### src/rtl/alu_pkg.sv
//------------------------------------------------------------------------------
// Module   : alu_pkg
// Brief    : Shared field widths, change-mask indices and default debounce count
//            for the ALU switch conditioning path.
// Revision : 1.0 - initial release
//------------------------------------------------------------------------------
`default_nettype none

package alu_pkg;

   localparam int GPIO_W = 8;
   localparam int OP_W   = 3;
   localparam int NUM_W  = 3;

   localparam int FLD_GPIO1 = 0;
   localparam int FLD_GPIO2 = 1;
   localparam int FLD_OP    = 2;
   localparam int FLD_NUM   = 3;
   localparam int FLD_CNT   = 4;

   localparam int DEBOUNCE_DEFAULT = 50000;

   typedef logic [FLD_CNT-1:0] chg_mask_t;

endpackage

`default_nettype wire

### src/rtl/alu_switch_conditioner_if.sv
//------------------------------------------------------------------------------
// Module   : alu_switch_conditioner_if
// Brief    : Raw switch inputs and conditioned ALU operand/opcode buses.
// Revision : 1.0 - initial release
//------------------------------------------------------------------------------
`default_nettype none

interface alu_switch_conditioner_if;
   import alu_pkg::*;

   logic [GPIO_W-1:0] gpio1_raw_i;
   logic [GPIO_W-1:0] gpio2_raw_i;
   logic [OP_W-1:0]   op_raw_i;
   logic [NUM_W-1:0]  num_raw_i;

   logic [GPIO_W-1:0] reg_gpio1;
   logic [GPIO_W-1:0] reg_gpio2;
   logic [OP_W-1:0]   op_sw;
   logic [NUM_W-1:0]  num_select;
   logic              upd_o;
   chg_mask_t         changed_o;

   // master: board/stimulus side, slave: the conditioner
   modport master (
      output gpio1_raw_i, gpio2_raw_i, op_raw_i, num_raw_i,
      input  reg_gpio1, reg_gpio2, op_sw, num_select, upd_o, changed_o
   );

   modport slave (
      input  gpio1_raw_i, gpio2_raw_i, op_raw_i, num_raw_i,
      output reg_gpio1, reg_gpio2, op_sw, num_select, upd_o, changed_o
   );

endinterface

`default_nettype wire

### src/rtl/debounce_field.sv
//------------------------------------------------------------------------------
// Module   : debounce_field
// Brief    : Optional 2-flop sync (ALU_SWITCH_SYNC2_EN) plus candidate/counter
//            debounce of one switch field; commit flags the cycle out changes.
// Revision : 1.0 - initial release
//------------------------------------------------------------------------------
`default_nettype none

module debounce_field #(
   parameter int WIDTH           = 8,
   parameter int DEBOUNCE_CYCLES = 4
) (
   input  logic             clk_i,
   input  logic             reset_sw,
   input  logic [WIDTH-1:0] raw,
   output logic [WIDTH-1:0] out,
   output logic             commit
);

   localparam int               CNT_W   = $clog2(DEBOUNCE_CYCLES);
   localparam logic [CNT_W-1:0] CNT_MAX = CNT_W'(DEBOUNCE_CYCLES - 1);

   logic [WIDTH-1:0] s;
   logic [WIDTH-1:0] cand;
   logic [CNT_W-1:0] cnt;

`ifdef ALU_SWITCH_SYNC2_EN
   logic [WIDTH-1:0] sync1;
   logic [WIDTH-1:0] sync2;

   always_ff @(posedge clk_i) begin
      if (reset_sw) begin
         sync1 <= '0;
         sync2 <= '0;
      end else begin
         sync1 <= raw;
         sync2 <= sync1;
      end
   end

   assign s = sync2;
`else
   assign s = raw;
`endif

   // Same condition as the commit branch below, exposed so the top can
   // register the strobe on the very edge that out changes.
   assign commit = (s == cand) && (cnt == CNT_MAX) && (cand != out);

   always_ff @(posedge clk_i) begin
      if (reset_sw) begin
         cand <= '0;
         cnt  <= '0;
         out  <= '0;
      end else if (s != cand) begin
         cand <= s;
         cnt  <= '0;
      end else if (cnt != CNT_MAX) begin
         cnt <= cnt + CNT_W'(1);
      end else if (cand != out) begin
         out <= cand;
      end
   end

endmodule

`default_nettype wire

### src/rtl/alu_switch_conditioner.sv
//------------------------------------------------------------------------------
// Module   : alu_switch_conditioner
// Brief    : Four independent debounced switch fields with a one-cycle update
//            strobe and change mask. Define ALU_SWITCH_SYNC2_EN for board builds.
// Revision : 1.0 - initial release
//------------------------------------------------------------------------------
`default_nettype none

module alu_switch_conditioner
   import alu_pkg::*;
#(
   parameter int DEBOUNCE_CYCLES = DEBOUNCE_DEFAULT
) (
   input  logic                     clk_i,
   input  logic                     reset_sw,
   alu_switch_conditioner_if.slave  sw
);

   chg_mask_t commit;
   chg_mask_t changed;
   logic      upd;

   debounce_field #(.WIDTH(GPIO_W), .DEBOUNCE_CYCLES(DEBOUNCE_CYCLES)) u_gpio1 (
      .clk_i    (clk_i),
      .reset_sw (reset_sw),
      .raw      (sw.gpio1_raw_i),
      .out      (sw.reg_gpio1),
      .commit   (commit[FLD_GPIO1])
   );

   debounce_field #(.WIDTH(GPIO_W), .DEBOUNCE_CYCLES(DEBOUNCE_CYCLES)) u_gpio2 (
      .clk_i    (clk_i),
      .reset_sw (reset_sw),
      .raw      (sw.gpio2_raw_i),
      .out      (sw.reg_gpio2),
      .commit   (commit[FLD_GPIO2])
   );

   debounce_field #(.WIDTH(OP_W), .DEBOUNCE_CYCLES(DEBOUNCE_CYCLES)) u_op (
      .clk_i    (clk_i),
      .reset_sw (reset_sw),
      .raw      (sw.op_raw_i),
      .out      (sw.op_sw),
      .commit   (commit[FLD_OP])
   );

   debounce_field #(.WIDTH(NUM_W), .DEBOUNCE_CYCLES(DEBOUNCE_CYCLES)) u_num (
      .clk_i    (clk_i),
      .reset_sw (reset_sw),
      .raw      (sw.num_raw_i),
      .out      (sw.num_select),
      .commit   (commit[FLD_NUM])
   );

   // Registered alongside the field outputs, so the mask is zero whenever upd is.
   always_ff @(posedge clk_i) begin
      if (reset_sw) begin
         upd     <= 1'b0;
         changed <= '0;
      end else begin
         upd     <= |commit;
         changed <= commit;
      end
   end

   assign sw.upd_o     = upd;
   assign sw.changed_o = changed;

endmodule

`default_nettype wire

### src/flat_wrapper.sv
// flat-port wrapper written by rule: the top's interface ports become plain ports
module alu_switch_conditioner_flat import alu_pkg::*;
#(
   parameter int DEBOUNCE_CYCLES = DEBOUNCE_DEFAULT
)
  (clk_i, reset_sw, sw_gpio1_raw_i, sw_gpio2_raw_i, sw_op_raw_i, sw_num_raw_i, sw_reg_gpio1, sw_reg_gpio2, sw_op_sw, sw_num_select, sw_upd_o, sw_changed_o);
  alu_switch_conditioner_if sw_i ();
  input  logic clk_i;
  input  logic reset_sw;
  input wire logic [$bits(sw_i.gpio1_raw_i)-1:0] sw_gpio1_raw_i;
  input wire logic [$bits(sw_i.gpio2_raw_i)-1:0] sw_gpio2_raw_i;
  input wire logic [$bits(sw_i.op_raw_i)-1:0] sw_op_raw_i;
  input wire logic [$bits(sw_i.num_raw_i)-1:0] sw_num_raw_i;
  output wire logic [$bits(sw_i.reg_gpio1)-1:0] sw_reg_gpio1;
  output wire logic [$bits(sw_i.reg_gpio2)-1:0] sw_reg_gpio2;
  output wire logic [$bits(sw_i.op_sw)-1:0] sw_op_sw;
  output wire logic [$bits(sw_i.num_select)-1:0] sw_num_select;
  output wire logic [$bits(sw_i.upd_o)-1:0] sw_upd_o;
  output wire logic [$bits(sw_i.changed_o)-1:0] sw_changed_o;
  assign sw_i.gpio1_raw_i = sw_gpio1_raw_i;
  assign sw_i.gpio2_raw_i = sw_gpio2_raw_i;
  assign sw_i.op_raw_i = sw_op_raw_i;
  assign sw_i.num_raw_i = sw_num_raw_i;
  assign sw_reg_gpio1 = sw_i.reg_gpio1;
  assign sw_reg_gpio2 = sw_i.reg_gpio2;
  assign sw_op_sw = sw_i.op_sw;
  assign sw_num_select = sw_i.num_select;
  assign sw_upd_o = sw_i.upd_o;
  assign sw_changed_o = sw_i.changed_o;
  alu_switch_conditioner #(.DEBOUNCE_CYCLES(DEBOUNCE_CYCLES)) u_core (.clk_i(clk_i), .reset_sw(reset_sw), .sw(sw_i));
endmodule
### config.mk
export PLATFORM = sky130hd
export DESIGN_NAME = alu_switch_conditioner_flat
export DESIGN_NICKNAME = d
export VERILOG_FILES = /design/src/rtl/alu_pkg.sv /design/src/rtl/alu_switch_conditioner_if.sv /design/src/rtl/debounce_field.sv /design/src/rtl/alu_switch_conditioner.sv /design/src/flat_wrapper.sv
export SDC_FILE = /design/constraint.sdc
export NUM_CORES = 1
export LEC_CHECK = 0
export ABC_CLOCK_PERIOD_IN_PS = 2000
export CORE_MARGIN = 3
export CORE_UTILIZATION = 30
export CTS_BUF_LIST = sky130_fd_sc_hd__clkbuf_4 sky130_fd_sc_hd__clkbuf_8
export DETAILED_ROUTE_END_ITERATION = 10
export HOLD_SLACK_MARGIN = 0.1
export PLACE_DENSITY = 0.47
export SYNTH_ARGS = -nofsm -noshare
export SYNTH_HDL_FRONTEND = slang
export SYNTH_SLANG_ARGS = --single-unit
### constraint.sdc
create_clock -name clk_i -period 2 [get_ports clk_i]
set_input_delay 0.4 -clock clk_i [delete_from_list [all_inputs] [get_ports clk_i]]
set_output_delay 0.4 -clock clk_i [all_outputs]
set_load 0.01 [all_outputs]
==> flow_summary.ini, run 1 <==
[run_status]
status = finished clean

[placed_design]
placed_cell_area_um2 = 5880
port_buffers = 50
gp_congestion = 0.760
dpl.hpwl_um = 7810
dp_slack_ns = -0.295

[floorplan]
die_y_um = 135
num_rows = 46
core_um2 = 16100
start_util_pct = 30.9
die_w_um = 135
io_pins = 51
dieArea_um2 = 18100

[yosys]
synth_adder_area_share_pct = 1.01
netlist_area_um2 = 4960
async_reset_ff_share_pct = 0
ys_top_cells_by_area = dfxtp_1 46%, xor2_1 9.7%, xnor2_1 7.8%
synth_most_common_cell = dfxtp_1
yosysUniqueCellTypes = 46
synthDominantCellAreaShare_pct = 45.6
synth_warnings = 0
synth.area.mux_share_pct = 4.64
synth_common_cells = 113 x dfxtp_1, 92 x nor2_1, 55 x xor2_1, 44 x xnor2_1
synth_top_family_by_area = simple AND/OR/NAND/NOR gates
synth_compound_area_share_pct = 3.35
synth_top_cell_by_area = dfxtp_1
synth_xor_area_share_pct = 17.5
synth_seq_area_share_pct = 45.6
synthCells = 518
ys_seq_elements = 113
avgSynthCellArea_um2 = 9.58
synth_fp_nets = 546
synth_top_flop_cell = dfxtp_1
synth_edf_count = 0
synth-simple-area-share_pct = 26.5

[power_and_ir_drop]
ir_worst_vdd_v = 0.000438
power.net_switching_mw = 0.995
total_power_mw = 4.66
total_leakage_power_nw = 2.26
power_density_nw_per_um2 = 742
clock_power_share_pct = 46.0
p_int_mw = 3.67
combinationalPowerShare_pct = 4.5
seqPwrFrac_pct = 49.5
netSwitchingFraction_pct = 21.3

[detailed_routing]
routedLengthMet1_um = 5000
first_iter_violations = 138
met2_length_um = 4820
wl_per_cell_um = 12.7
drt.antenna.violating_nets = 0
vias_per_cell = 4.47
first_pass_iters = 4
highest_layer = met4
wl_met3_um = 534
drc_errors = 0
num_vias = 3690
finalWirelength_um = 10500

[clock_tree]
clk_pin_slew_worst_paths_ns = 0.07
h-tree-depth = 4
cts_setup_buffers = 0
cts_tree = done
numCtsBuffers = 17
max-clock-path-buffers = 2
clock-sinks = 113
clk_latency_ns = 0.43
clockRootBuffer = clkbuf_8

[finish]
fin_nets = 628
fin_area_um2 = 6280
drive_gt1_share_pct = 11.8
area_delta_synth_final_pct = 26.6
antenna_cells = 0

[timing]
hold_viol = 0
slew_violations = 0
fin_tns_setup_ns = 0
skew_ns = 0.00974
rsz0062_at_grt = false
fmax_mhz = 529
period_needed_ns = 1.89
hold_ws_ns = 0.387
max-slew-margin-rel_pct = 57.7
worst_pin_slew_ns = 0.630
setup_slack_ns = 0.108
setup_violations = 0
fin_crit_sh_pct = 94.6

[global_route]
first_global_vias = 3668
grt_pass1_wl_um = 17700
overflow = 0
grt_max_degree = 46
antenna_found_initial = 0
track_usage_pct = 12.4

[job]
max-cap-violations = 0

[worst_hold_path]
min_path_type = in -> reg

[setup_path]
worstSetupPathType = reg -> reg
crit_path_max_fanout = 3
arrival_ns = 2.26
critPathCaptureType = flip-flop
start_kind = flip-flop
cp.required_ns = 2.37
[per-stage QoR]
step                std cells  utilization [%]
finish                    826             39.1
CTS                       826             39.1
global route              826             39.1
detailed placement        797             36.6
global placement          797             36.6
floorplan                 518                -
[cell families (layout without fill, tap and decap cells)]
kind of cell / after synthesis / in the layout
AND/OR/NAND/NOR: 242 / 242
XOR/XNOR: 99 / 99
adder cells (fa/ha/maj): 4 / 4
multiplexers: 23 / 23
AO/OA/AOI/OAI: 19 / 19
buffers and inverters: 18 / 110
flip-flops: 113 / 113
[power groups by stage]
stage / Sequential (mW) / Combinational [mW] / Clock, mW
after CTS: 2.31 / 0.215 / 2.24
after global placement: 2.36 / 0.210 / 0
after floorplan: 2.35 / 0.112 / 0
after global routing: 2.31 / 0.232 / 2.33
after detailed placement: 2.36 / 0.213 / 0
final: 2.31 / 0.210 / 2.15
[path summary, 6_finish.rpt]
path | slack [ns] | cells after the start | start | to
hold reg to reg | 0.48 | 2 | u_core.u_gpio1.cnt[15] | u_core.u_gpio1.cnt[15]
setup / recovery | 0.11 | 6 | u_core.u_num.cnt[11] | u_core.sw.upd_o
hold / removal | 0.39 | 3 | reset_sw | u_core.sw.changed_o[1]
setup reg to reg | 0.11 | 6 | u_core.u_num.cnt[11] | u_core.sw.upd_o
[state kept, by name (all words and copies together), names as in the netlist]
signal               flops
u_core.u_gpio2.cand      8
u_core.u_gpio2.cnt      16
u_core.u_gpio1.out       8
u_core.sw.upd_o          1
u_core.u_gpio2.out       8
u_core.u_gpio1.cand      8
u_core.u_op.out          3
u_core.u_gpio1.cnt      16
u_core.u_op.cand         3
u_core.sw.changed_o      4
u_core.u_op.cnt         16
u_core.u_num.cnt        16
u_core.u_num.cand        3
u_core.u_num.out         3
[cells in the final DEF, fill, tap and decap left out, drive strengths merged, types with 5 or more instances in the layout]
master         Yosys  layout
o21ai              6       6
buf                5      27
dfxtp            113     113
nor2b             23      23
clkdlybuf4s50      0      49
nor4              10      10
or3                6       6
nor3              12      12
inv                5       5
nand4             18      18
xnor2             44      44
xor2              55      55
clkbuf             8      24
nand2             24      24
mux2i             23      23
nor2              93      93
nand3             24      24
[final cells by class]
| type | count | area, um2 |
|---|---|---|
| Clock buffer | 24 | 318 |
| Fill cell | 1604 | 9780 |
| Tap cell | 216 | 270 |
| Multi-Input combinational cell | 387 | 2630 |
| Sequential cell | 113 | 2260 |
| Clock inverter | 5 | 77.6 |
| Inverter | 5 | 18.8 |
| Timing Repair Buffer | 76 | 703 |
[critical path, stage by stage, from the launching register on]
cell and delay, ns:
dfxtp_1 0.33, or4b_4 0.56, nor4_1 0.27, o311ai_0 0.24
o21ai_0 0.15, buf_4 0.16, a211o_1 0.11
[repair_timing]
item | CTS | global route
hold buffers | 0 | 0
setup endpoints to repair | 0 | 5
gates resized for setup | 0 | 1
[routing by layer]
metal | vias up | GRT usage (%)
li1 | 1924 | -
met1 | 1717 | 15.8
met2 | 40 | 19.1
met3 | 9 | 4.47
met4 | 0 | 5.09
met5 | - | 0
Note: power is estimated with default switching activity, not from simulation.
==> run 2: changes to the inputs <==
- CORE_UTILIZATION: 30 -> 55
- PLACE_DENSITY: 0.47 -> 0.77
==> flow_summary.ini, run 2 (synthesized netlist as in run 1, its figures left out) <==
[timing]
period_needed_ns = 1.86
fmax_mhz = 539
worst_pin_slew_ns = 0.602
hold_viol = 0
rsz0062_at_grt = false
skew_ns = 0.0140
slew_violations = 0
fin_crit_sh_pct = 92.8
max-slew-margin-rel_pct = 59.5
setup_violations = 0
fin_tns_setup_ns = 0
hold_ws_ns = 0.312
setup_slack_ns = 0.143

[detailed_routing]
drc_errors = 0
num_vias = 3758
vias_per_cell = 5.26
drt.antenna.violating_nets = 0
first_iter_violations = 92
first_pass_iters = 4
finalWirelength_um = 9790
wl_per_cell_um = 13.7

[clock_tree]
cts_tree = done
h-tree-depth = 4
max-clock-path-buffers = 2
numCtsBuffers = 17
clock-sinks = 113
clockRootBuffer = clkbuf_8
clk_latency_ns = 0.42
clk_pin_slew_worst_paths_ns = 0.08
cts_setup_buffers = 0

[floorplan]
num_rows = 34
io_pins = 51
die_w_um = 101
die_y_um = 101
core_um2 = 8760
start_util_pct = 56.6
dieArea_um2 = 10200

[power_and_ir_drop]
combinationalPowerShare_pct = 4.4
power_density_nw_per_um2 = 772
total_power_mw = 4.73
power.net_switching_mw = 1.06
seqPwrFrac_pct = 48.8
netSwitchingFraction_pct = 22.4
p_int_mw = 3.67
clock_power_share_pct = 46.9
ir_worst_vdd_v = 0.000403
total_leakage_power_nw = 2.23

[run_status]
status = finished clean

[finish]
layout_commonest_cell = dfxtp_1
fin_area_um2 = 6120
drive_gt1_share_pct = 11.5
final_core_util_pct = 69.9
fin_nets = 623
final_cell_mix = 113 x dfxtp_1, 92 x nor2_1, 55 x xor2_1
instances_no_fill = 715
area_delta_synth_final_pct = 23.4
antenna_cells = 0

[placed_design]
placed_cell_area_um2 = 5700
port_buffers = 50
dpl.hpwl_um = 7100
dp_slack_ns = -0.185
dp_cells = 684
gp_congestion = 0.875

[job]
max-cap-violations = 0

[worst_hold_path]
min_path_type = in -> reg
holdPathStages = 2

[setup_path]
rr_worst_depth = 7
cp.required_ns = 2.31
crit_path_max_fanout = 6
arrival_ns = 2.16
critPathCaptureType = flip-flop
start_kind = flip-flop
worstSetupPathType = reg -> reg

[global_route]
first_global_vias = 3748
grt_max_degree = 34
antenna_found_initial = 0
overflow = 0
grt_pass1_wl_um = 17100
track_usage_pct = 21.0
-- run 2: worst paths after layout --
path | start | end | slack, ns
setup / recovery | u_core.u_gpio2.cnt[0] | u_core.u_gpio2.out[1] | 0.14
setup reg to reg | u_core.u_gpio2.cnt[0] | u_core.u_gpio2.out[1] | 0.14
hold / removal | reset_sw | u_core.u_gpio2.out[6] | 0.31
hold reg to reg | u_core.u_gpio1.cnt[15] | u_core.u_gpio1.cnt[15] | 0.50
-- run 2: area by class of cell --
type | count | area [um2]
Sequential cell | 113 | 2260
Timing Repair Buffer | 71 | 653
Clock buffer | 19 | 255
Inverter | 5 | 18.8
Tap cell | 108 | 135
Fill cell | 681 | 2640
Clock inverter | 12 | 158
Multi-Input combinational cell | 387 | 2640
-- run 2: worst max-delay path, stage by stage, from the launching register on --
cell	delay (ns)
dfxtp_1	0.39
ha_1	0.23
nand3_1	0.16
nand4b_4	0.24
a2111oi_4	0.21
buf_4	0.22
nor2_2	0.06
a22o_1	0.25
-- run 2: timing repair --
item                                   CTS  global route
endpoints found under the hold margin    0             0
hold buffers                             0             0
resized for setup                        0             4
setup endpoints to repair                0             3
-- run 2: routing by layer --
layer | routed length (um) | track usage, % | share of wire (%)
met4 | 147 | 7.67 | 1.5
met2 | 4750 | 34.1 | 48
met5 | 0 | 0 | 0
met1 | 4470 | 26.4 | 46
met3 | 424 | 6.44 | 4.3
-- run 2: power groups by stage --
stage          sequential (mW)  combinational, mW  clock [mW]
3_5_place_dp              2.36              0.207           0
2_1_floorplan             2.35              0.112           0
4_1_cts                   2.31              0.208        2.26
5_1_grt                   2.31              0.231        2.37
3_3_place_gp              2.35              0.203           0
6_report                  2.30              0.206        2.22
